--- config.mk ---
export PLATFORM = sky130hd
export DESIGN_NAME = fcmp_pipe_flat
export DESIGN_NICKNAME = d
export VERILOG_FILES = /design/src/rtl/fcmp_if.sv /design/src/rtl/fcmp_pipe.sv /design/src/flat_wrapper.sv
export SDC_FILE = /design/constraint.sdc
export NUM_CORES = 1
export LEC_CHECK = 0
export BUFFER_PORTS_ARGS = -buffer_cell sky130_fd_sc_hd__buf_4
export CELL_PAD_IN_SITES_DETAIL_PLACEMENT = 2
export CELL_PAD_IN_SITES_GLOBAL_PLACEMENT = 2
export CORE_AREA = 2 2 79 81
export DETAILED_ROUTE_END_ITERATION = 7
export DIE_AREA = 0 0 81 83
export GPL_TIMING_DRIVEN = 0
export MAX_ROUTING_LAYER = met4
export PLACE_DENSITY = 0.86
export SLEW_MARGIN = 0
export SYNTH_ARGS = -nofsm -noshare
export SYNTH_HDL_FRONTEND = slang
export SYNTH_SLANG_ARGS = --single-unit
--- constraint.sdc ---
create_clock -name clk -period 4.6 [get_ports clk]
set_clock_uncertainty 0.2 [all_clocks]
set_input_delay 0 -clock clk [delete_from_list [all_inputs] [get_ports clk]]
set_output_delay 0 -clock clk [all_outputs]
set_load 0.02 [all_outputs]
--- src/rtl/fcmp_if.sv ---
// rtl/fcmp_if.sv - operand/result stream bundle for the pipelined float comparator
interface fcmp_if #(
  parameter int EXP_W = 8,
  parameter int MAN_W = 23
);
  localparam int W = 1 + EXP_W + MAN_W;

  logic         in_valid;
  logic         in_ready;
  logic [W-1:0] x1;
  logic [W-1:0] x2;
  logic [1:0]   op;
  logic         out_valid;
  logic         out_ready;
  logic         y;
  logic         invalid;
  logic         inv_sticky;
  logic         inv_clr;

  modport master (
    output in_valid, x1, x2, op, out_ready, inv_clr,
    input  in_ready, out_valid, y, invalid, inv_sticky
  );

  modport slave (
    input  in_valid, x1, x2, op, out_ready, inv_clr,
    output in_ready, out_valid, y, invalid, inv_sticky
  );
endinterface

--- src/rtl/fcmp_pipe.sv ---
// rtl/fcmp_pipe.sv - pipelined IEEE-754 EQ/LT/LE/UNORD comparator with invalid flag
module fcmp_pipe #(
  parameter int EXP_W   = 8,
  parameter int MAN_W   = 23,
  parameter int LATENCY = 2
) (
  input logic  clk,
  input logic  rst,
  fcmp_if.slave bus
);
  localparam int W = 1 + EXP_W + MAN_W;
  localparam logic [1:0] OP_EQ    = 2'd0;
  localparam logic [1:0] OP_LT    = 2'd1;
  localparam logic [1:0] OP_LE    = 2'd2;
  localparam logic [1:0] OP_UNORD = 2'd3;

  logic         a_sign, b_sign;
  logic [W-2:0] a_mag, b_mag;
  logic         a_nan, b_nan, a_snan, b_snan, a_zero, b_zero;
  logic         any_nan, any_snan, both_zero, eq, lt;
  logic         res_y, res_inv;

  always_comb begin
    a_sign    = bus.x1[W-1];
    b_sign    = bus.x2[W-1];
    a_mag     = bus.x1[W-2:0];
    b_mag     = bus.x2[W-2:0];
    a_nan     = (&bus.x1[W-2:MAN_W]) && (|bus.x1[MAN_W-1:0]);
    b_nan     = (&bus.x2[W-2:MAN_W]) && (|bus.x2[MAN_W-1:0]);
    a_snan    = a_nan && !bus.x1[MAN_W-1];
    b_snan    = b_nan && !bus.x2[MAN_W-1];
    a_zero    = ~|a_mag;
    b_zero    = ~|b_mag;
    any_nan   = a_nan || b_nan;
    any_snan  = a_snan || b_snan;
    both_zero = a_zero && b_zero;
    eq        = both_zero || (bus.x1 == bus.x2);
    // Sign-magnitude ordering: on negatives the larger magnitude is the smaller value.
    if (both_zero)           lt = 1'b0;
    else if (a_sign != b_sign) lt = a_sign;
    else if (!a_sign)        lt = a_mag < b_mag;
    else                     lt = a_mag > b_mag;

    res_y = 1'b0;
    if (any_nan) begin
      res_y = (bus.op == OP_UNORD);
    end else begin
      case (bus.op)
        OP_EQ:   res_y = eq;
        OP_LT:   res_y = lt;
        OP_LE:   res_y = lt || eq;
        default: res_y = 1'b0;
      endcase
    end
    res_inv = ((bus.op == OP_LT) || (bus.op == OP_LE)) ? any_nan : any_snan;
  end

  // Index 0 is the first stage, LATENCY-1 drives the outputs.
  logic [LATENCY-1:0] v_q, v_d, y_q, y_d, inv_q, inv_d, load;
  logic               sticky_q, sticky_d;
  logic               full_run, out_fire;

  always_comb begin
    full_run = 1'b1;
    for (int k = LATENCY - 1; k >= 0; k--) begin
      full_run = full_run && v_q[k];
      load[k]  = !full_run || bus.out_ready;
    end

    v_d   = v_q;
    y_d   = y_q;
    inv_d = inv_q;
    if (load[0]) begin
      v_d[0] = bus.in_valid;
      if (bus.in_valid) begin
        y_d[0]   = res_y;
        inv_d[0] = res_inv;
      end
    end
    for (int k = 1; k < LATENCY; k++) begin
      if (load[k]) begin
        v_d[k]   = v_q[k-1];
        y_d[k]   = y_q[k-1];
        inv_d[k] = inv_q[k-1];
      end
    end

    out_fire = v_q[LATENCY-1] && !rst && bus.out_ready;
    sticky_d = (bus.inv_clr ? 1'b0 : sticky_q) || (out_fire && inv_q[LATENCY-1]);
  end

  always_ff @(posedge clk) begin
    if (rst) begin
      v_q      <= '0;
      y_q      <= '0;
      inv_q    <= '0;
      sticky_q <= 1'b0;
    end else begin
      v_q      <= v_d;
      y_q      <= y_d;
      inv_q    <= inv_d;
      sticky_q <= sticky_d;
    end
  end

  assign bus.in_ready   = load[0] && !rst;
  assign bus.out_valid  = v_q[LATENCY-1] && !rst;
  assign bus.y          = y_q[LATENCY-1];
  assign bus.invalid    = inv_q[LATENCY-1];
  assign bus.inv_sticky = sticky_q;
endmodule

--- src/flat_wrapper.sv ---
// flat-port wrapper written by rule: the top's interface ports become plain ports
module fcmp_pipe_flat 
#(
  parameter int EXP_W   = 8,
  parameter int MAN_W   = 23,
  parameter int LATENCY = 2
)
  (clk, rst, bus_in_valid, bus_x1, bus_x2, bus_op, bus_out_ready, bus_inv_clr, bus_in_ready, bus_out_valid, bus_y, bus_invalid, bus_inv_sticky);
  fcmp_if #(.EXP_W(EXP_W), .MAN_W(MAN_W)) bus_i ();
  input logic clk;
  input logic rst;
  input wire logic [$bits(bus_i.in_valid)-1:0] bus_in_valid;
  input wire logic [$bits(bus_i.x1)-1:0] bus_x1;
  input wire logic [$bits(bus_i.x2)-1:0] bus_x2;
  input wire logic [$bits(bus_i.op)-1:0] bus_op;
  input wire logic [$bits(bus_i.out_ready)-1:0] bus_out_ready;
  input wire logic [$bits(bus_i.inv_clr)-1:0] bus_inv_clr;
  output wire logic [$bits(bus_i.in_ready)-1:0] bus_in_ready;
  output wire logic [$bits(bus_i.out_valid)-1:0] bus_out_valid;
  output wire logic [$bits(bus_i.y)-1:0] bus_y;
  output wire logic [$bits(bus_i.invalid)-1:0] bus_invalid;
  output wire logic [$bits(bus_i.inv_sticky)-1:0] bus_inv_sticky;
  assign bus_i.in_valid = bus_in_valid;
  assign bus_i.x1 = bus_x1;
  assign bus_i.x2 = bus_x2;
  assign bus_i.op = bus_op;
  assign bus_i.out_ready = bus_out_ready;
  assign bus_i.inv_clr = bus_inv_clr;
  assign bus_in_ready = bus_i.in_ready;
  assign bus_out_valid = bus_i.out_valid;
  assign bus_y = bus_i.y;
  assign bus_invalid = bus_i.invalid;
  assign bus_inv_sticky = bus_i.inv_sticky;
  fcmp_pipe #(.EXP_W(EXP_W), .MAN_W(MAN_W), .LATENCY(LATENCY)) u_core (.clk(clk), .rst(rst), .bus(bus_i));
endmodule
# Word level (Yosys, flattened, before mapping)
# Cells that the tools add are included.
# op_classes
n_eq_ne,5
order_cmp,2
muxes,7
reduce_logical,33
# op_table
operator,n
$reduce_or A31 Y1,2
$reduce_or A23 Y1,2
$eq A32 B32 Y1,1
$gt A31 B31 Y1,1
$lt A31 B31 Y1,1
$reduce_and A8 Y1,2
$logic_and A1 B1 Y1,10
$logic_or A1 B1 Y1,8
$logic_not A1 Y1,7
$mux W1,6
$eq A2 B2 Y1 const B,2
$pmux W1 S3,1
$eq A2 B1 Y1 const B,1
$logic_not A2 Y1,1
$reduce_and A2 Y1,1
$ne A1 B1 Y1,1
# totals
register_bits,7
out_inout_bits,5
in_bits,71

# Longest topological paths before layout
# depth
ltp_word,7
depth_mapped,8
mapped_depth_nobuf,8

# Worst setup path after synthesis
# OpenSTA, ideal clock, no wires.
# synth_timing
path_type,input port to flip-flop
startpoint,input bus_x2[21]
endpoint,register u_core.y_q[0]
n_path_buf,0
t_arrival_ns,1.653
setup_slack_ns,2.661
path_stages,7
cell_sequence,inv_1 > ha_1 > nand4_2 > or4_4 > o2111a_1 > o31a_1 > a211oi_1
# synth_via
elab_chain_cells,7
elab_cells_between_ends,16
cone_classes,2 x order compare; 1 x eq/ne; 5 x mux; 8 x reduce/logical
# synth_rtl
item,line,source
from (decl),flat_wrapper.sv:14,input wire logic [$bits(bus_i.x2)-1:0] bus_x2;
"$lt A31 B31 Y1, or another cell as far along",fcmp_pipe.sv:41,else if (!a_sign) lt = a_mag < b_mag;
$mux W1 / $logic_not A1 Y1 (equally long branches),"fcmp_pipe.sv:41, fcmp_pipe.sv:33",
$mux W1 / $logic_and A1 B1 Y1 (equally long branches),"fcmp_pipe.sv:40, fcmp_pipe.sv:36",
$mux W1 / $logic_or A1 B1 Y1 (equally long branches),"fcmp_pipe.sv:39, fcmp_pipe.sv:37",
$logic_or A1 B1 Y1,fcmp_pipe.sv:51,OP_LE: res_y = lt || eq;
$pmux W1 S3,fcmp_pipe.sv:48,case (bus.op)
$mux W1 *,fcmp_pipe.sv:45,if (any_nan) begin
to (signal assigned),fcmp_pipe.sv:100,y_q <= y_d;
to (decl),fcmp_pipe.sv:59,"logic [LATENCY-1:0] v_q, v_d, y_q, y_d, inv_q, inv_d, load;"
# Every way passes the cells marked *; elsewhere a longest branch is shown, timed or not.
# A chain may end at the register's enable or synchronous reset.

# Worst setup path after layout
# layout_timing
startpoint,input bus_x2[14]
endpoint,register u_core.y_q[0]
# Same word-level chain as after synthesis.

==> impl_metrics.py <==
metrics = {
    "run_status": {
        "outcome": "complete, no violations",
    },
    "route": {
        "ant_nets": 0,
        "dr_total_vias": 1784,
        "total_routed_wirelength_um": 5300,
        "drt_first_iter_violations": 44,
        "routed_via_density": 5.04,
        "routedWlPerCell_um": 15.0,
        "drc_errors": 0,
        "number_of_search_and_repair_iterations_in_the_first_detailed_routing_pass": 4,
    },
    "clock_tree": {
        "postCtsSetupRepairBufs": 0,
        "root_buffer": "clkbuf_8",
        "cts_made_buffers": 3,
        "clkTransAtPathRegs_ns": 0.04,
        "clock_latency_ns": 0.23,
        "cts.sink_count": 7,
        "clockBufferDepth": 2,
        "htree_levels": 1,
        "clock_tree_from_tritoncts": "done",
    },
    "critical_path": {
        "worst_r2r_startpoint": "u_core.v_q[1]$_SDFFE_PP0P_",
        "start_kind": "primary input",
        "crit_path_end_kind": "register",
        "worst-endpoint-arrival_ns": 1.93,
        "required_time_worst_endpoint_ns": 4.54,
        "critical_path_peak_fanout": 3,
        "timing_worst_setup_path_type": "in -> reg",
        "setup.worst_path.start": "bus_x2[14]",
    },
    "cells_and_area": {
        "diodes": 0,
        "nNetsFinal": 386,
        "final_layout_size_suffix_gt1_share_pct": 29.4,
        "synthToLayoutAreaGrowth_pct": 53.5,
    },
    "power": {
        "internal_power_mw": 0.205,
        "seq_power_share_pct": 21.3,
        "power_density_nw_per_um2": 143,
        "max-vdd-ir-drop_mv": 0.0911,
        "pwr-share-comb_pct": 49.7,
        "p_switching_mw": 0.105,
        "totalPowerFinal_mw": 0.309,
        "power_switching_share_pct": 33.8,
        "static_leak_nw": 1.12,
        "power.clock.fraction_pct": 29.0,
    },
    "synthesis": {
        "synth_top_area_share_pct": 31.1,
        "synth_nets": 301,
        "ys_seq_elements": 7,
        "ys_seq_area_share_pct": 9.96,
        "number_of_synthesized_flops_with_an_enable_pin": 0,
        "synth.top_cells.by_count": "inv_1 (39), ha_1 (35), a21oi_1 (16), nor4_1 (16), nand4_1 (14)",
        "yosys.cell_types.count": 32,
        "synth.largest_area_cell": "ha_1",
        "syn-cell-area_um2": 1410,
        "cells_taking_the_most_area_after_synthesis": "ha_1 (31%), inv_1 (10%), dfxtp_1 (10%)",
        "synth_ff_type": "dfxtp_1",
        "asyncSetResetFlopFracSynth_pct": 0,
        "ys.warnings.count": 0,
        "yosys.cell_count.top_type": "inv_1",
        "mean_cell_area_of_the_mapped_netlist_um2": 7.21,
        "syn_inst": 195,
    },
    "worst_hold_path": {
        "min_from": "rst",
        "min-delay-path-class": "in -> reg",
    },
    "timing": {
        "grt_setup_unrepaired": "no",
        "tightestPinTransition_ns": 0.592,
        "setup_viol_count_final": 0,
        "timing.setup.tns_ns": 0,
        "final_max_slew_viols": 0,
        "timing.final.hold_violations": 0,
        "layout_min_cycle_time_ns": 1.99,
        "slew_headroom_pct": 60.1,
        "timing_limited_maximum_frequency_mhz": 502,
        "finalCritPeriodShare_pct": 43.3,
    },
    "floorplanning": {
        "core-area_um2": 5820,
        "chipWidth_um": 81,
        "chipHeight_um": 83,
        "floorplan.die_area_um2": 6720,
        "initial_core_util_pct": 24.2,
        "ios": 76,
        "floorplan.rows": 28,
    },
    "global_route": {
        "grt-ovfl-total": 0,
        "maximum_number_of_pins_on_one_net_before_global_route_repair": 11,
        "vias_in_the_first_global_route": 2059,
        "antenna_found_initial": 0,
        "grt.total_usage_pct": 17.0,
        "grt_first_pass_wirelength_um": 8920,
    },
    "placement": {
        "globalplace.congestion": 0.795,
        "portBuffers": 75,
        "dp_hpwl_um": 4870,
    },
    "job": {
        "max_cap_viol_count": 0,
    },
}
-- cell type report --
| type | count | area (um^2) |
|---|---|---|
| Multi-Input combinational cell | 148 | 1120 |
| Clock buffer | 4 | 45.0 |
| Sequential cell | 7 | 140 |
| Tap cell | 75 | 93.8 |
| Inverter | 39 | 146 |
| Timing Repair Buffer | 80 | 613 |
| Buffer | 1 | 3.75 |
| Fill cell | 718 | 3660 |
-- cell families (layout without fill, tap and decap cells) --
kind of cell,count (synthesis),in the layout,synth area share (%)
multiplexers,2,2,1.42
XOR/XNOR,1,1,0.623
flip-flops,7,7,9.96
AND/OR/NAND/NOR,73,73,29.8
AO/OA/AOI/OAI,37,37,16.4
buffers and inverters,40,124,10.7
adder cells (fa/ha/maj),35,35,31.1
-- timing repair --
| action | in CTS | in global routing |
|---|---|---|
| resized for setup | 0 | 0 |
| setup endpoints to repair | 0 | 0 |
| hold buffers | 5 | 0 |
| endpoints found under the hold margin | 6 | 0 |
-- registers in the layout, summed over array words and instances (netlist names) --
register and cells:
u_core.inv_q 2, u_core.v_q 2, u_core.y_q 2, u_core.bus.inv_sticky 1
-- per-stage QoR --
stage	cell area (um^2)	hold WS, ns	setup WS (ns)	instances	utilization, %
after floorplan	1410	-0.0705	2.66	195	-
after global placement	2060	0.0694	2.43	345	35.5
after detailed placement	2060	0.0848	2.37	345	35.5
after CTS	2160	0.0139	2.59	354	37.1
after global routing	2160	0.0269	2.50	354	37.1
final	2160	0.00656	2.61	354	37.1
-- path summary, 6_finish.rpt --
kind | to | slack (ns) | cells after the start
max | u_core.y_q[0]$_SDFFE_PP0P_ | 2.61 | 8
min | u_core.y_q[0]$_SDFFE_PP0P_ | 0.007 | 4
max reg2reg | u_core.y_q[0]$_SDFFE_PP0P_ | 2.91 | 5
min reg2reg | u_core.y_q[1]$_SDFFE_PP0P_ | 0.31 | 2
-- routing by layer --
metal  global-route usage (%)  part of all wire, %  up-vias
met1                     19.9                   43      844
met5                        -                    0        -
met2                     30.7                   52       46
li1                         -                    -      890
met3                     2.72                  5.0        4
met4                     2.31                 0.58        0
-- power groups by stage --
stage / Combinational, mW / Clock, mW / Sequential, mW
2_1_floorplan: 0.0673 / 0 / 0.0673
3_3_place_gp: 0.145 / 0 / 0.0667
3_5_place_dp: 0.153 / 0 / 0.0670
4_1_cts: 0.156 / 0.0900 / 0.0660
5_1_grt: 0.174 / 0.0980 / 0.0663
6_report: 0.154 / 0.0896 / 0.0660
-- worst max-delay path: stages --
cell and delay, ns:
buf_4 0.08, inv_1 0.04, ha_1 0.31, nand4_1 0.15, or4_4 0.56, o2111a_1 0.29, o31a_1 0.28, a211oi_1 0.21
-- cell usage in the layout, fill, tap and decap left out, drive strengths merged, types with 2 or more instances in the layout --
| cell | count |
|---|---|
| nor4 | 16 |
| nor2 | 8 |
| a221oi | 2 |
| nand4 | 15 |
| dfxtp | 7 |
| o21ai | 7 |
| buf | 75 |
| a211oi | 4 |
| inv | 39 |
| nand2 | 10 |
| clkbuf | 5 |
| nor2b | 3 |
| ha | 35 |
| nand3b | 3 |
| a21oi | 16 |
| a2111oi | 2 |
| nor3 | 6 |
| nand3 | 6 |
| dlygate4sd3 | 5 |
| mux2i | 2 |
Power figures use the tool's default switching activity.
